==> src/rtl/serial_subtractor.sv <==
// rtl/serial_subtractor.sv - bit-serial N-bit subtractor (A - B - BorrowIn, LSB first) with valid/ready handshakes

module onebitfullsub (
    input  logic a,
    input  logic b,
    input  logic bin,
    output logic d,
    output logic bout
);
    assign d    = a ^ b ^ bin;
    assign bout = (~a & b) | (~(a ^ b) & bin);
endmodule

module serial_subtractor #(
    parameter int N  = 8,
    parameter int CW = $clog2(N + 1)
) (
    input  logic         clk,
    input  logic         rst_n,
    input  logic         InValid,
    output logic         InReady,
    input  logic [N-1:0] A,
    input  logic [N-1:0] B,
    input  logic         BorrowIn,
    output logic         OutValid,
    input  logic         OutReady,
    output logic [N-1:0] Diff,
    output logic         BorrowOut,
    output logic         Busy
);
    typedef enum logic [1:0] {
        IDLE = 2'd0,
        RUN  = 2'd1,
        DONE = 2'd2
    } state_t;

    state_t        state;
    state_t        state_next;
    logic [N-1:0]  a_sh;
    logic [N-1:0]  b_sh;
    logic          bor;
    logic [CW-1:0] cnt;
    logic [N-1:0]  diff_r;
    logic          borrow_out_r;
    logic          bit_d;
    logic          bit_bout;
    logic          last_bit;

    onebitfullsub u_cell (
        .a    (a_sh[0]),
        .b    (b_sh[0]),
        .bin  (bor),
        .d    (bit_d),
        .bout (bit_bout)
    );

    assign last_bit = (cnt == CW'(N - 1));

    always_ff @(posedge clk) begin
        if (!rst_n) begin
            state <= IDLE;
        end else begin
            state <= state_next;
        end
    end

    always_comb begin
        state_next = state;
        case (state)
            IDLE:    if (InValid)  state_next = RUN;
            RUN:     if (last_bit) state_next = DONE;
            DONE:    if (OutReady) state_next = IDLE;
            default: state_next = IDLE;
        endcase
    end

    // Datapath: operands shift out LSB first, difference shifts in from the MSB end.
    always_ff @(posedge clk) begin
        if (!rst_n) begin
            a_sh         <= '0;
            b_sh         <= '0;
            bor          <= 1'b0;
            cnt          <= '0;
            diff_r       <= '0;
            borrow_out_r <= 1'b0;
        end else begin
            case (state)
                IDLE: begin
                    if (InValid) begin
                        a_sh   <= A;
                        b_sh   <= B;
                        bor    <= BorrowIn;
                        cnt    <= '0;
                        diff_r <= '0;
                    end
                end
                RUN: begin
                    a_sh   <= {1'b0, a_sh[N-1:1]};
                    b_sh   <= {1'b0, b_sh[N-1:1]};
                    diff_r <= {bit_d, diff_r[N-1:1]};
                    bor    <= bit_bout;
                    cnt    <= cnt + CW'(1);
                    if (last_bit) begin
                        borrow_out_r <= bit_bout;
                    end
                end
                default: begin
                end
            endcase
        end
    end

    assign InReady   = (state == IDLE);
    assign Busy      = (state == RUN);
    assign OutValid  = (state == DONE);
    assign Diff      = diff_r;
    assign BorrowOut = borrow_out_r;
endmodule
==> config.mk <==
export PLATFORM = sky130hd
export DESIGN_NAME = serial_subtractor
export DESIGN_NICKNAME = d
export VERILOG_FILES = /design/src/rtl/serial_subtractor.sv
export SDC_FILE = /design/constraint.sdc
export NUM_CORES = 1
export LEC_CHECK = 0
export CAP_MARGIN = 15
export CORE_MARGIN = 1
export CORE_UTILIZATION = 45
export CTS_CLUSTER_SIZE = 28
export DETAILED_ROUTE_END_ITERATION = 7
export PLACE_DENSITY = 0.86
export SLEW_MARGIN = 20
export SYNTH_ARGS = -nofsm -noshare
export SYNTH_HDL_FRONTEND = slang
export SYNTH_SLANG_ARGS = --single-unit
export TNS_END_PERCENT = 1
==> constraint.sdc <==
create_clock -name clk -period 2.7 [get_ports clk]
set_input_delay 0.405 -clock clk [delete_from_list [all_inputs] [get_ports clk]]
set_output_delay 0.405 -clock clk [all_outputs]
set_load 0.05 [all_outputs]
==> summary.txt, run 1 <==
Finish
  • Area Overhead vs Synth: 28.7%
  • Nets: 206
  • Share of cells above drive strength 1: about 9.8%
  • Antenna Cells: 0
  • Most frequent cells in the layout: 32 x dfxtp_1, 31 x clkdlybuf4s50_1, 26 x nor2_1
  • Non-filler cells, final: around 220
  • Most common cell after layout, fill and taps aside: dfxtp_1
  • Finished Core Util: between 60 and 70%

Worst setup path
  • Arr. time, crit path: 1.94 ns
  • FF-to-FF End: Diff[2]$_SDFFE_PN0P_
  • Setup crit end kind: output port
  • CP Cell Sequence: clkinv_1 -> nor2_1 -> clkdlybuf4s50_1
  • Reg2Reg Launch Point: state[0]$_SDFFE_PN0P_
  • Crit path kind: flop to output port
  • CP max-delay cell: clkdlybuf4s50_1
  • Reg2Reg Depth: 5
  • Buf/Inv on CP: 2
  • CP max FO: 8
  • Worst R2R Setup Slack: ~0.87 ns
  • CP Launch Type: flop
  • Max incr delay on CP: between 0.8 and 0.9 ns
  • CP Data Required Time: 2.30 ns
  • Top cell family by delay on the critical path: buffers and inverters

Synth
  • Yosys warns: 0
  • Distinct cells, synth: 35
  • Post-synth net total: 174
  • Share of the yosys chip area belonging to registers: 46.8%
  • Yosys top cell by area: dfxtp_1
  • Syn_area_per_cell: 9.06 sq um
  • Syn Inst Count: 151
  • Cell Area, Synth: ~1400 sq um
  • Post-synth top area share: between 40 and 50%
  • Yosys reg bits: 32
  • Top cells by area, synth: dfxtp_1 47%, nor2_1 7.1%, o2bb2ai_1 7.0%

Floorplan
  • Initial Util: around 48%
  • I/O Pins: 33
  • Core Region: 2830 sq um
  • Die width: 57.1 microns
  • Die Ht: 57.1 microns
  • Std-Cell Rows: 19
  • Die area: between 3000 and 4000 sq um

Timing
  • Fin Clk Skew: between 0.01 and 0.015 ns
  • Max_slew headroom: a little under three fifths
  • Pins over their slew limit: 0
  • Setup violations, final: 0
  • Fmax: approximately 0.43 GHz
  • Period utilization: 86.8%
  • Worst Max-Slew Pin Slew: approximately 0.64 ns
  • RSZ-0062 raised after global routing: false
  • Setup_tns: 0 ns
  • Fin. Hold Viols: 0
  • Min cycle time layout: about 2.3 ns

Route
  • TritonRoute pass-1 iters: 4
  • Drt via density: ~5.9
  • Via count: around 1300
  • Drt initial violations: 31
  • Post-DRT Antenna Nets: 0
  • DRC Markers: 0
  • Post-Route WL: 3240 microns
  • Routed WL per cell: around 15 microns

Placed design
  • Placer Congestion: ~0.8
  • Port bufs: 32
  • Placed Instances: 207
  • Post-DP HPWL: approximately 2200 microns

Hold path
  • Hold path depth: 2
  • Worst hold endpoint: BorrowOut$_SDFFE_PN0P_
  • Hold crit path type: flop to flop
  • Min-delay src: BorrowOut$_SDFFE_PN0P_

Global route
  • Total GRT Usage: 21.6%
  • First-pass GRT wire length: around 5400 microns
  • Total congestion overflow: 0
  • Largest net degree at the start of global routing: 20
  • Vias in the first global route: 1256
  • Initial antenna violation count: 0

Clock network
  • Clk slew on worst S/H paths: 0.10 ns
  • Clock Tree Root: clkbuf_4
  • Post-CTS Hold Buffers: 0
  • Number of post-CTS setup repair buffers: 0
  • H-tree levels: 2
  • TritonCTS clock tree: done
  • CTS buffer count: 5
  • Clock Path Buffers: 2
  • Clock latency on the worst-skew pair: roughly 0.35 ns
  • Post-CTS resize count: 0
  • Clock sinks: 32

Status
  • Status: complete, no violations

Run
  • # Max-Cap Violations: 0

Power and ir drop
  • Power share of the sequential group: 53.0%
  • Static leakage: 0.651 nW
  • Psw: about 0.28 mW
  • Clock power frac: 30.6%
  • P_int: approximately 0.7 mW
  • Power Density: 553 nW/um^2
  • Worst IR Drop VDD: approximately 0.27 mV
  • Logic gate share of total power: between 10% and 20%
  • Net Sw Frac: ~28%
worst reg2reg max path: stages (launching register included):
cell	delay (ns)
dfxtp_1	0.47
buf_4	0.28
nor2b_1	0.54
buf_4	0.26
a22oi_1	0.09
nor2_1	0.11
power groups by stage:
| stage | Combinational (mW) | Clock [mW] | Sequential [mW] |
|---|---|---|---|
| 2_1_floorplan | 0.0958 | 0 | 0.527 |
| 3_3_place_gp | 0.152 | 0 | 0.524 |
| 3_5_place_dp | 0.158 | 0 | 0.526 |
| 4_1_cts | 0.159 | 0.296 | 0.515 |
| 5_1_grt | 0.174 | 0.319 | 0.519 |
| 6_report | 0.160 | 0.297 | 0.516 |
metrics by stage:
| step | total power, mW | cell area [sq um] | setup slack (ns) | hold slack (ns) |
|---|---|---|---|---|
| 2_1_floorplan | 0.622 | 1370 | 0.832 | 0.454 |
| 3_3_place_gp | 0.676 | 1700 | 0.705 | 0.441 |
| 3_5_place_dp | 0.684 | 1700 | 0.634 | 0.467 |
| 4_1_cts | 0.970 | 1760 | 0.370 | 0.481 |
| 5_1_grt | 1.01 | 1760 | 0.277 | 0.519 |
| 6_report | 0.973 | 1760 | 0.356 | 0.473 |
sequential cells by signal (all words and copies together), names as in the netlist:
signal,cells
Diff,8
BorrowOut,1
bor,1
b_sh,8
cnt,4
state,2
a_sh,8
synth_stat cells, drive strengths merged:
cell	number
o22ai	3
or2b	1
and3	1
nand4	1
o21a	1
o21ai	14
o21ba	1
nand4b	1
a221oi	2
inv	4
a32oi	2
or4	1
nand3	2
a22oi	9
clkbuf	3
buf	8
nand2b	1
o211ai	1
clkinv	1
nor2b	1
nor2	26
nor3	2
ha	1
o21bai	1
mux2i	1
a21oi	14
a211oi	1
fa	1
dfxtp	32
o2bb2ai	11
o311a	1
nand2	2
layer usage:
layer  vias to the layer above  track usage, %  routed length, microns
met5                         -               0                       0
met3                         6            7.26                     154
met2                        31            35.8                    1630
met4                         0            9.06                      51
li1                        617               -                       -
met1                       617            25.7                    1410
layout make-up:
class                      count  area (sq um)
timing repair buffer          36           360
fill                         233          1070
sequential                    32           641
clock inverter                 2          10.0
tap                           31          38.8
multi-input combinational    103           641
inverter                       5          18.8
clock buffer                   6          51.3
logic make-up (layout without fill, tap and decap cells):
logic type / after synthesis / after routing / synth area share (%)
and+or+nand+nor: 39 / 39 / 12.7
adders and majority gates: 2 / 2 / 2.38
muxes: 1 / 1 / 0.732
DFF: 32 / 32 / 46.8
AOI/OAI and AO/OA: 61 / 61 / 31.0
buffers and inverters: 16 / 49 / 6.31
how the worst max path moves through the flow:
stage | from | end | slack, ns | cells after the start
5_1_grt | state[1]$_SDFFE_PN0P_ | OutValid | 0.28 | 3
4_1_cts | state[1]$_SDFFE_PN0P_ | OutValid | 0.37 | 3
3_5_place_dp | InValid | cnt[2]$_SDFFE_PN0P_ | 0.63 | 4
2_1_floorplan | state[1]$_SDFFE_PN0P_ | OutValid | 0.83 | 3
6_report | state[1]$_SDFFE_PN0P_ | OutValid | 0.36 | 3
3_3_place_gp | InValid | cnt[2]$_SDFFE_PN0P_ | 0.71 | 4
Note: power is estimated with default switching activity, not from simulation.
==> run 2, diff against run 1 <==
Settings changed: ABC_CLOCK_PERIOD_IN_PS from default to 2000, CORE_UTILIZATION 45 to 43.
Clock period 2.7 ns to 2 ns, I/O delays scaled along.
==> run 2 against run 1 <==
  * Sequential share of layout area decreased by 0.78 points
  * Sequential power increased by 35%
  * Via count decreased by 1.6%
  * Critical endpoint is now Busy
==> summary.txt, run 2 (synthesis gave the netlist of run 1 again) <==
Floorplan
  • Die width: 58.4 microns (+2.2%)
  • Std-Cell Rows: 20 (+1)
  • Initial Util: 45.2% (-3.2 points)
  • I/O Pins: 33 (unchanged)
  • Core Region: 3030 sq um (+7.0%)
  • Die Ht: 58.4 microns (+2.2%)
  • Die area: 3410 sq um (+4.5%)

Route
  • Routed WL per cell: 13.7 microns (-8.9%)
  • TritonRoute pass-1 iters: 4 (unchanged)
  • Via count: 1251 (-1.6%)
  • Drt initial violations: 36 (+16%)
  • Post-Route WL: 3160 microns (-2.6%)
  • DRC Markers: 0 (unchanged)
  • Drt via density: 5.44 (-8.0%)
  • Post-DRT Antenna Nets: 0 (unchanged)

Worst setup path
  • CP Data Required Time: 1.70 ns (-0.60 ns)
  • Crit path kind: flop to output port
  • Setup crit end kind: output port
  • Arr. time, crit path: 1.58 ns (-0.36 ns)
  • CP max FO: 11 (+3)
  • CP Launch Type: flop

Global route
  • Routing usage on met1: 26.5% (+0.74 points)
  • Routing usage on met3: 6.15% (-1.1 points)
  • Met2 Use GR: 35.8% (about the same)
  • Total congestion overflow: 0 (unchanged)
  • Vias in the first global route: 1204 (-4.1%)
  • First-pass GRT wire length: 5490 microns (+1.5%)
  • Initial antenna violation count: 0 (unchanged)
  • GR peak layer: met2
  • Total GRT Usage: 21.4% (-0.24 points)
  • Largest net degree at the start of global routing: 20 (unchanged)

Timing
  • Max_slew headroom: 66.0% (+8.8 points)
  • Pins over their slew limit: 0 (unchanged)
  • Setup violations, final: 0 (unchanged)
  • Worst Max-Slew Pin Slew: 0.509 ns (-0.132 ns)
  • Setup_tns: 0 ns (unchanged)
  • Fin Clk Skew: 0.00828 ns (-0.00358 ns)
  • Final hold slack: 0.476 ns (+0.00274 ns)
  • Fmax: roughly 0.53 GHz
  • RSZ-0062 raised after global routing: false
  • Min cycle time layout: approximately 1.9 ns
  • Period utilization: between 90% and 100%
  • Fin. Hold Viols: 0 (unchanged)

Finish
  • Nets: 208 (+0.97%)
  • Most frequent cells in the layout: 32 x dfxtp_1, 29 x clkdlybuf4s50_1, 26 x nor2_1
  • Finished Core Util: 59.4% (-2.8 points)
  • Antenna Cells: 0 (unchanged)
  • Fin area: 1800 sq um (+2.2%)
  • Most common cell after layout, fill and taps aside: dfxtp_1
  • Share of cells above drive strength 1: 11.8% (+2.0 points)
  • Multi-input logic area: 641 sq um (unchanged)
  • Area Overhead vs Synth: 31.6%
  • Number of fill cells: 265 (+14%)
  • FF/Latch Area: 641 sq um (unchanged)

Power and ir drop
  • Worst IR Drop VDD: 0.420 mV (+58%)
  • Power consumption: 1.30 mW (+34%)
  • Static leakage: 0.666 nW (+2.3%)
  • Power Density: 724 nW/um^2 (+31%)

Placed design
  • Post-DP HPWL: 2180 microns (-2.1%)
  • Port bufs: 32 (unchanged)
  • Placer Congestion: 0.793 (-2.9%)
  • Placed instance area: 1740 sq um (+2.3%)

Hold path
  • Hold crit path type: flop to flop

Clock network
  • CTS buffer count: 5 (unchanged)
  • Post-CTS Hold Buffers: 0 (unchanged)
  • Number of post-CTS setup repair buffers: 0 (unchanged)
  • Clock Path Buffers: 2 (unchanged)
  • Post-CTS resize count: 0 (unchanged)
  • Clock latency on the worst-skew pair: 0.33 ns (-0.02 ns)
  • TritonCTS clock tree: done
  • Clock Tree Root: clkbuf_4
  • Clock sinks: 32 (unchanged)
  • Clk slew on worst S/H paths: 0.10 ns (about the same)
  • H-tree levels: 2 (unchanged)

Status
  • Status: complete, no violations

Run
  • # Max-Cap Violations: 0 (unchanged)
-- run 2: cell types whose count changed in the layout (fill, tap and decap cells not counted) --
| cell | before | now |
|---|---|---|
| buf_12 | 1 | 2 |
| buf_4 | 4 | 7 |
| clkdlybuf4s50_1 | 31 | 29 |
-- run 2: layout make-up --
| class | instances | area share (%) |
|---|---|---|
| clock buffer | 6 | 2.85 |
| clock inverter | 2 | 0.556 |
| inverter | 5 | 1.04 |
| multi-input combinational | 103 | 35.6 |
| sequential | 32 | 35.6 |
| tap | 44 | 3.06 |
| timing repair buffer | 38 | 21.3 |
-- run 2: power breakdown --
group | total [mW] | internal (mW) | switching [mW] | leakage (nW)
clock | 0.391 | 0.167 | 0.224 | 0.0380
combinational | 0.214 | 0.102 | 0.112 | 0.366
sequential | 0.698 | 0.674 | 0.0239 | 0.263
total | 1.30 | 0.943 | 0.360 | 0.666
-- run 2: metal layers --
| layer | vias to the layer above | wire [microns] |
|---|---|---|
| met1 | 598 | 1470 |
| met2 | 28 | 1520 |
| li1 | 620 | - |
| met5 | - | 0 |
| met4 | 0 | 40 |
| met3 | 5 | 123 |
-- run 2: path summary, 6_finish.rpt --
check,from,end,slack [ns],cells past startpoint
setup / recovery,state[0]$_SDFFE_PN0P_,Busy,0.12,2
setup reg to reg,state[0]$_SDFFE_PN0P_,cnt[2]$_SDFFE_PN0P_,0.44,4
hold / removal,BorrowOut$_SDFFE_PN0P_,BorrowOut$_SDFFE_PN0P_,0.48,2
hold reg to reg,BorrowOut$_SDFFE_PN0P_,BorrowOut$_SDFFE_PN0P_,0.48,2
-- run 2: critical path: stages (launching register included) --
cell,delay [ns]
dfxtp_1,0.56
nor2b_1,0.48
buf_12,0.20
-- run 2: stage by stage --
step,setup WS [ns],instances
2_1_floorplan,0.237,151
3_3_place_gp,0.439,222
3_5_place_dp,0.435,222
4_1_cts,0.136,230
5_1_grt,0.0141,230
6_report,0.125,230
